<file path="src/rtl/arith_pkg.sv">
// Shared arithmetic definitions: FSM state encoding and add/subtract mode constants.
package arith_pkg;

  typedef enum logic [1:0] {
    ST_IDLE = 2'd0,
    ST_RUN  = 2'd1,
    ST_DONE = 2'd2
  } state_t;

  localparam logic MODE_ADD = 1'b0;
  localparam logic MODE_SUB = 1'b1;

endpackage

</file>
<file path="src/rtl/serial_addsub_if.sv">
// Operand/result bus between a digit-serial add/subtract unit and its driver.
interface serial_addsub_if #(
  parameter int unsigned WIDTH = 8,
  parameter int unsigned DIGIT = 1
);

  logic             start;
  logic             sub;
  logic             in_valid;
  logic [DIGIT-1:0] a_dig;
  logic [DIGIT-1:0] b_dig;
  logic             busy;
  logic             done;
  logic [WIDTH-1:0] sum;
  logic             carry_out;
  logic             overflow;

  modport master (
    output start, sub, in_valid, a_dig, b_dig,
    input  busy, done, sum, carry_out, overflow
  );

  modport slave (
    input  start, sub, in_valid, a_dig, b_dig,
    output busy, done, sum, carry_out, overflow
  );

endinterface

</file>
<file path="src/rtl/digit_adder.sv">
// Combinational DIGIT-bit adder; also reports the carry into the digit MSB for overflow.
module digit_adder #(
  parameter int unsigned DIGIT = 1
) (
  input  logic [DIGIT-1:0] a,
  input  logic [DIGIT-1:0] b,
  input  logic             cin,
  output logic [DIGIT-1:0] s,
  output logic             cout,
  output logic             c_msb_in
);

  localparam int unsigned SW = DIGIT + 1;

  logic [DIGIT:0] full;

  always_comb begin
    full = SW'(a) + SW'(b) + SW'(cin);
  end

  assign s        = full[DIGIT-1:0];
  assign cout     = full[DIGIT];
  // Carry into the MSB recovered from the MSB sum bit and its operands.
  assign c_msb_in = s[DIGIT-1] ^ a[DIGIT-1] ^ b[DIGIT-1];

endmodule

</file>
<file path="src/rtl/serial_addsub.sv">
// Digit-serial add/subtract: LSB-digit first, carry FF between beats, registered flags.
module serial_addsub
  import arith_pkg::*;
#(
  parameter int unsigned WIDTH = 8,
  parameter int unsigned DIGIT = 1
) (
  input  logic            clk,
  input  logic            rst,
  serial_addsub_if.slave  bus
);

  localparam int unsigned BEATS = WIDTH / DIGIT;
  localparam int unsigned CW    = $clog2(BEATS) + 1;

  if (WIDTH % DIGIT != 0) begin : g_bad_width
    $error("serial_addsub: WIDTH must be a multiple of DIGIT");
  end

  state_t           state;
  logic [CW-1:0]    count;
  logic             carry_q;
  logic             mode_q;
  logic [WIDTH-1:0] sum_q;
  logic             carry_out_q;
  logic             overflow_q;
  logic             busy_q;
  logic             done_q;

  logic [DIGIT-1:0] b_eff;
  logic [DIGIT-1:0] dig_s;
  logic             dig_cout;
  logic             dig_c_msb;
  logic [WIDTH-1:0] sum_shift;
  logic             last_beat;

  // Subtraction is A + ~B + 1, the +1 entering through the carry FF at start.
  assign b_eff     = (mode_q == MODE_SUB) ? ~bus.b_dig : bus.b_dig;
  assign last_beat = (count == CW'(BEATS - 1));

  digit_adder #(.DIGIT(DIGIT)) u_digit_adder (
    .a        (bus.a_dig),
    .b        (b_eff),
    .cin      (carry_q),
    .s        (dig_s),
    .cout     (dig_cout),
    .c_msb_in (dig_c_msb)
  );

  // New digit enters at the top; after the final beat the LSB digit sits at bit 0.
  if (DIGIT == WIDTH) begin : g_single
    assign sum_shift = dig_s;
  end else begin : g_shift
    assign sum_shift = {dig_s, sum_q[WIDTH-1:DIGIT]};
  end

  always_ff @(posedge clk or posedge rst) begin
    if (rst) begin
      state       <= ST_IDLE;
      count       <= '0;
      carry_q     <= 1'b0;
      mode_q      <= MODE_ADD;
      sum_q       <= '0;
      carry_out_q <= 1'b0;
      overflow_q  <= 1'b0;
      busy_q      <= 1'b0;
      done_q      <= 1'b0;
    end else begin
      case (state)
        ST_IDLE: begin
          done_q <= 1'b0;
          if (bus.start) begin
            mode_q  <= bus.sub;
            carry_q <= bus.sub;
            count   <= '0;
            sum_q   <= '0;
            busy_q  <= 1'b1;
            state   <= ST_RUN;
          end
        end
        ST_RUN: begin
          if (bus.in_valid) begin
            sum_q   <= sum_shift;
            carry_q <= dig_cout;
            count   <= count + CW'(1);
            if (last_beat) begin
              carry_out_q <= dig_cout;
              overflow_q  <= dig_c_msb ^ dig_cout;
              done_q      <= 1'b1;
              state       <= ST_DONE;
            end
          end
        end
        ST_DONE: begin
          done_q <= 1'b0;
          busy_q <= 1'b0;
          state  <= ST_IDLE;
        end
        default: begin
          done_q <= 1'b0;
          busy_q <= 1'b0;
          state  <= ST_IDLE;
        end
      endcase
    end
  end

  assign bus.busy      = busy_q;
  assign bus.done      = done_q;
  assign bus.sum       = sum_q;
  assign bus.carry_out = carry_out_q;
  assign bus.overflow  = overflow_q;

endmodule

</file>
<file path="src/flat_wrapper.sv">
// flat-port wrapper written by rule: the top's interface ports become plain ports
module serial_addsub_flat import arith_pkg::*;
#(
  parameter int unsigned WIDTH = 8,
  parameter int unsigned DIGIT = 1
)
  (clk, rst, bus_start, bus_sub, bus_in_valid, bus_a_dig, bus_b_dig, bus_busy, bus_done, bus_sum, bus_carry_out, bus_overflow);
  serial_addsub_if #(.WIDTH(WIDTH), .DIGIT(DIGIT)) bus_i ();
  input  logic clk;
  input  logic rst;
  input wire logic [$bits(bus_i.start)-1:0] bus_start;
  input wire logic [$bits(bus_i.sub)-1:0] bus_sub;
  input wire logic [$bits(bus_i.in_valid)-1:0] bus_in_valid;
  input wire logic [$bits(bus_i.a_dig)-1:0] bus_a_dig;
  input wire logic [$bits(bus_i.b_dig)-1:0] bus_b_dig;
  output wire logic [$bits(bus_i.busy)-1:0] bus_busy;
  output wire logic [$bits(bus_i.done)-1:0] bus_done;
  output wire logic [$bits(bus_i.sum)-1:0] bus_sum;
  output wire logic [$bits(bus_i.carry_out)-1:0] bus_carry_out;
  output wire logic [$bits(bus_i.overflow)-1:0] bus_overflow;
  assign bus_i.start = bus_start;
  assign bus_i.sub = bus_sub;
  assign bus_i.in_valid = bus_in_valid;
  assign bus_i.a_dig = bus_a_dig;
  assign bus_i.b_dig = bus_b_dig;
  assign bus_busy = bus_i.busy;
  assign bus_done = bus_i.done;
  assign bus_sum = bus_i.sum;
  assign bus_carry_out = bus_i.carry_out;
  assign bus_overflow = bus_i.overflow;
  serial_addsub #(.WIDTH(WIDTH), .DIGIT(DIGIT)) u_core (.clk(clk), .rst(rst), .bus(bus_i));
endmodule
</file>
<file path="config.mk">
export PLATFORM = sky130hd
export DESIGN_NAME = serial_addsub_flat
export DESIGN_NICKNAME = d
export VERILOG_FILES = /design/src/rtl/arith_pkg.sv /design/src/rtl/serial_addsub_if.sv /design/src/rtl/digit_adder.sv /design/src/rtl/serial_addsub.sv /design/src/flat_wrapper.sv
export SDC_FILE = /design/constraint.sdc
export NUM_CORES = 1
export LEC_CHECK = 0
export BUFFER_PORTS_ARGS = -buffer_cell sky130_fd_sc_hd__buf_4
export CORE_MARGIN = 1
export CORE_UTILIZATION = 34
export CTS_CLUSTER_SIZE = 14
export DETAILED_ROUTE_END_ITERATION = 6
export GPL_TIMING_DRIVEN = 1
export HOLD_SLACK_MARGIN = 0.03
export SYNTH_ARGS = -nofsm -noshare
export SYNTH_HDL_FRONTEND = slang
export SYNTH_SLANG_ARGS = --single-unit
</file>
<file path="constraint.sdc">
create_clock -name clk -period 2.64 [get_ports clk]
set_input_delay 0.264 -clock clk [delete_from_list [all_inputs] [get_ports clk]]
set_output_delay 0.264 -clock clk [all_outputs]
set_load 0.01 [all_outputs]
</file>
==> results.py <==
metrics = {
    "timing": {
        "finalHoldViolCount": 0,
        "hold_slack_ns": 0.0970,
        "max_slew.worst_pin.slew_ns": 0.778,
        "period_share": 0.650,
        "setup_viol": 0,
        "fin_ws_ns": 0.923,
        "post-route-min-period_ns": 1.72,
        "relSlewSlack": 0.481,
        "skew_ns": 0.00165,
        "max_freq_ghz": 0.582,
        "fin_tns_setup_ns": 0,
        "rsz0062_at_grt": "no",
        "slew_violations": 0,
    },
    "layout": {
        "layout_common_cells": "20 x dfrtp_1, 18 x a22o_1, 18 x buf_4",
        "nets": 109,
        "final_common_cell": "dfrtp_1",
        "fin_util": 0.426,
        "layout-drive-gt1-share": 0.316,
        "area_growth_pct": 18.7,
        "fillCellCount": 261,
        "stdcell_area_um2": 1170,
        "diodes": 0,
        "multiInputGateArea_um2": 449,
        "finalNonFillerCells": 129,
        "seqCellArea_um2": 500,
    },
    "critical_path": {
        "cp_top_family": "multiplexers",
        "r2r_setup_slack_ns": 0.92,
        "reg2reg_depth": 4,
        "worstPathCellList": "xor2_1, fa_1, mux2_1, mux2_2",
        "critPathMaxFanout": 3,
        "r2r-end": "u_core.carry_q",
        "cpPeakStageDelay_ns": 0.44,
        "slowest_stage": "fa_1",
        "reg2reg_from": "u_core.mode_q",
        "endpoint_kind": "flop",
        "critPathBufInv": 0,
        "worstSetupStartpointType": "flop",
        "arrival_ns": 1.91,
        "worstSetupPathType": "flop to flop",
        "required_ns": 2.84,
    },
    "place": {
        "gp_congestion": 0.683,
        "hpwlAfterDp_mm": 1.25,
        "portBuffers": 18,
        "placed_area_um2": 1140,
        "dp_cells": 125,
        "dp_worst_setup_slack_ns": 0.941,
    },
    "detailed_routing": {
        "wl_mm": 1.80,
        "avgViaCountPerCell": 5.24,
        "drt_iter0_markers": 11,
        "routedWlPerCell_um": 14.0,
        "drc": 0,
        "ant_nets": 0,
        "first_pass_iters": 4,
        "vias": 676,
    },
    "die": {
        "die_x_um": 56.0,
        "dieArea_um2": 3130,
        "initial_core_util": 0.359,
        "rows": 19,
        "core_um2": 2760,
        "die_h_um": 56.0,
        "io_pins": 19,
    },
    "global_routing": {
        "grtUsageTotal": 0.129,
        "grt_max_degree": 21,
        "grt_pass1_wl_mm": 3.09,
        "antenna_found_initial": 0,
        "first_global_vias": 663,
        "overflow": 0,
    },
    "clock_network": {
        "h-tree-depth": 1,
        "clk_path_buf_depth": 2,
        "clk_pin_slew_worst_paths_ns": 0.11,
        "insertion_delay_ns": 0.30,
        "numCtsBuffers": 3,
        "hold_buffers": 0,
        "cts_sinks": 20,
        "cts_resized": 0,
        "cts_root_buf": "clkbuf_4",
        "cts_tree": "yes",
        "post_cts_buffers": 0,
    },
    "yosys": {
        "synth_cell_types": 26,
        "syn_nets": 90,
        "ys_ff_latch": 20,
        "syn_inst": 80,
        "yosysSeqAreaShare": 0.506,
        "synth_warnings": 0,
        "synth_area_um2": 990,
        "syn_avg_cell_area_um2": 12.4,
    },
    "status": {
        "status": "finished clean",
    },
    "power_and_ir_drop": {
        "vdd_drop_max_uv": 679,
        "powerDensity_nw_per_um2": 1160,
        "p_leak_nw": 0.584,
        "power_mw": 1.37,
    },
    "run": {
        "maxCapViolations": 0,
    },
    "hold_path": {
        "hp-class": "input pin to asynchronous set/reset pin",
    },
}
-- state kept, by name, indices dropped and copies added, names as in the netlist --
name	cells
u_core.mode_q	1
u_core.state	2
u_core.bus.done	1
u_core.carry_q	1
u_core.bus.sum	8
u_core.bus.busy	1
u_core.bus.overflow	1
u_core.bus.carry_out	1
u_core.count	4
-- where the power goes --
| group | leakage [nW] | internal (mW) | switching, mW | total, mW |
|---|---|---|---|---|
| Sequential | 0.250 | 0.443 | 0.156 | 0.599 |
| Combinational | 0.313 | 0.353 | 0.236 | 0.589 |
| Clock | 0.0210 | 0.0842 | 0.0948 | 0.179 |
| Total | 0.584 | 0.880 | 0.487 | 1.37 |
-- cell families after synthesis --
| group | share of synthesized area |
|---|---|
| buffers and inverters | 0.0404 |
| XOR/XNOR | 0.0266 |
| multiplexers | 0.0973 |
| AND/OR/NAND/NOR | 0.0860 |
| adder cells (fa/ha/maj) | 0.0455 |
| flip-flops | 0.506 |
| AO/OA/AOI/OAI | 0.198 |
-- final cells by class --
cell class                 instances  share of cell area
sequential                        20               0.426
multi-input combinational         52               0.382
clock buffer                       4              0.0309
inverter                           4              0.0128
timing repair buffer              18               0.115
tap                               31              0.0330
-- cell usage after synthesis --
library cell	n	area, um^2
buf_2	2	10.0
xnor2_1	2	17.5
nor2b_2	1	8.76
nand2b_1	2	12.5
fa_1	1	20.0
mux2_1	2	22.5
nor2_1	4	15.0
a21oi_1	2	10.0
and3b_4	1	12.5
o311ai_1	1	8.76
nand3_1	1	5.00
mux2_2	3	33.8
mux2i_1	1	10.0
and4b_1	1	10.0
buf_1	1	3.75
buf_6	1	11.3
xor2_1	1	8.76
dfrtp_1	20	500
ha_1	2	25.0
nand4_1	1	6.26
a22o_1	18	158
inv_1	4	15.0
mux2_4	2	30.0
a21oi_2	1	8.76
nand2_1	4	15.0
o21bai_2	1	11.3
-- layer usage --
layer,share of wire,track usage,vias to the layer above
met5,0,0,-
met4,0.0089,0.0314,0
met3,0.054,0.0488,2
met2,0.45,0.207,19
met1,0.48,0.166,323
li1,-,-,332
-- worst max-delay path by stage --
stage                   from             end  slack (ns)  cells past startpoint
3_3_place_gp   u_core.mode_q  u_core.carry_q        0.99                      4
2_1_floorplan  u_core.mode_q  u_core.carry_q        1.01                      4
5_1_grt        u_core.mode_q  u_core.carry_q        0.88                      4
3_5_place_dp   u_core.mode_q  u_core.carry_q        0.94                      4
6_report       u_core.mode_q  u_core.carry_q        0.92                      4
4_1_cts        u_core.mode_q  u_core.carry_q        0.92                      4
Power figures use the tool's default switching activity.
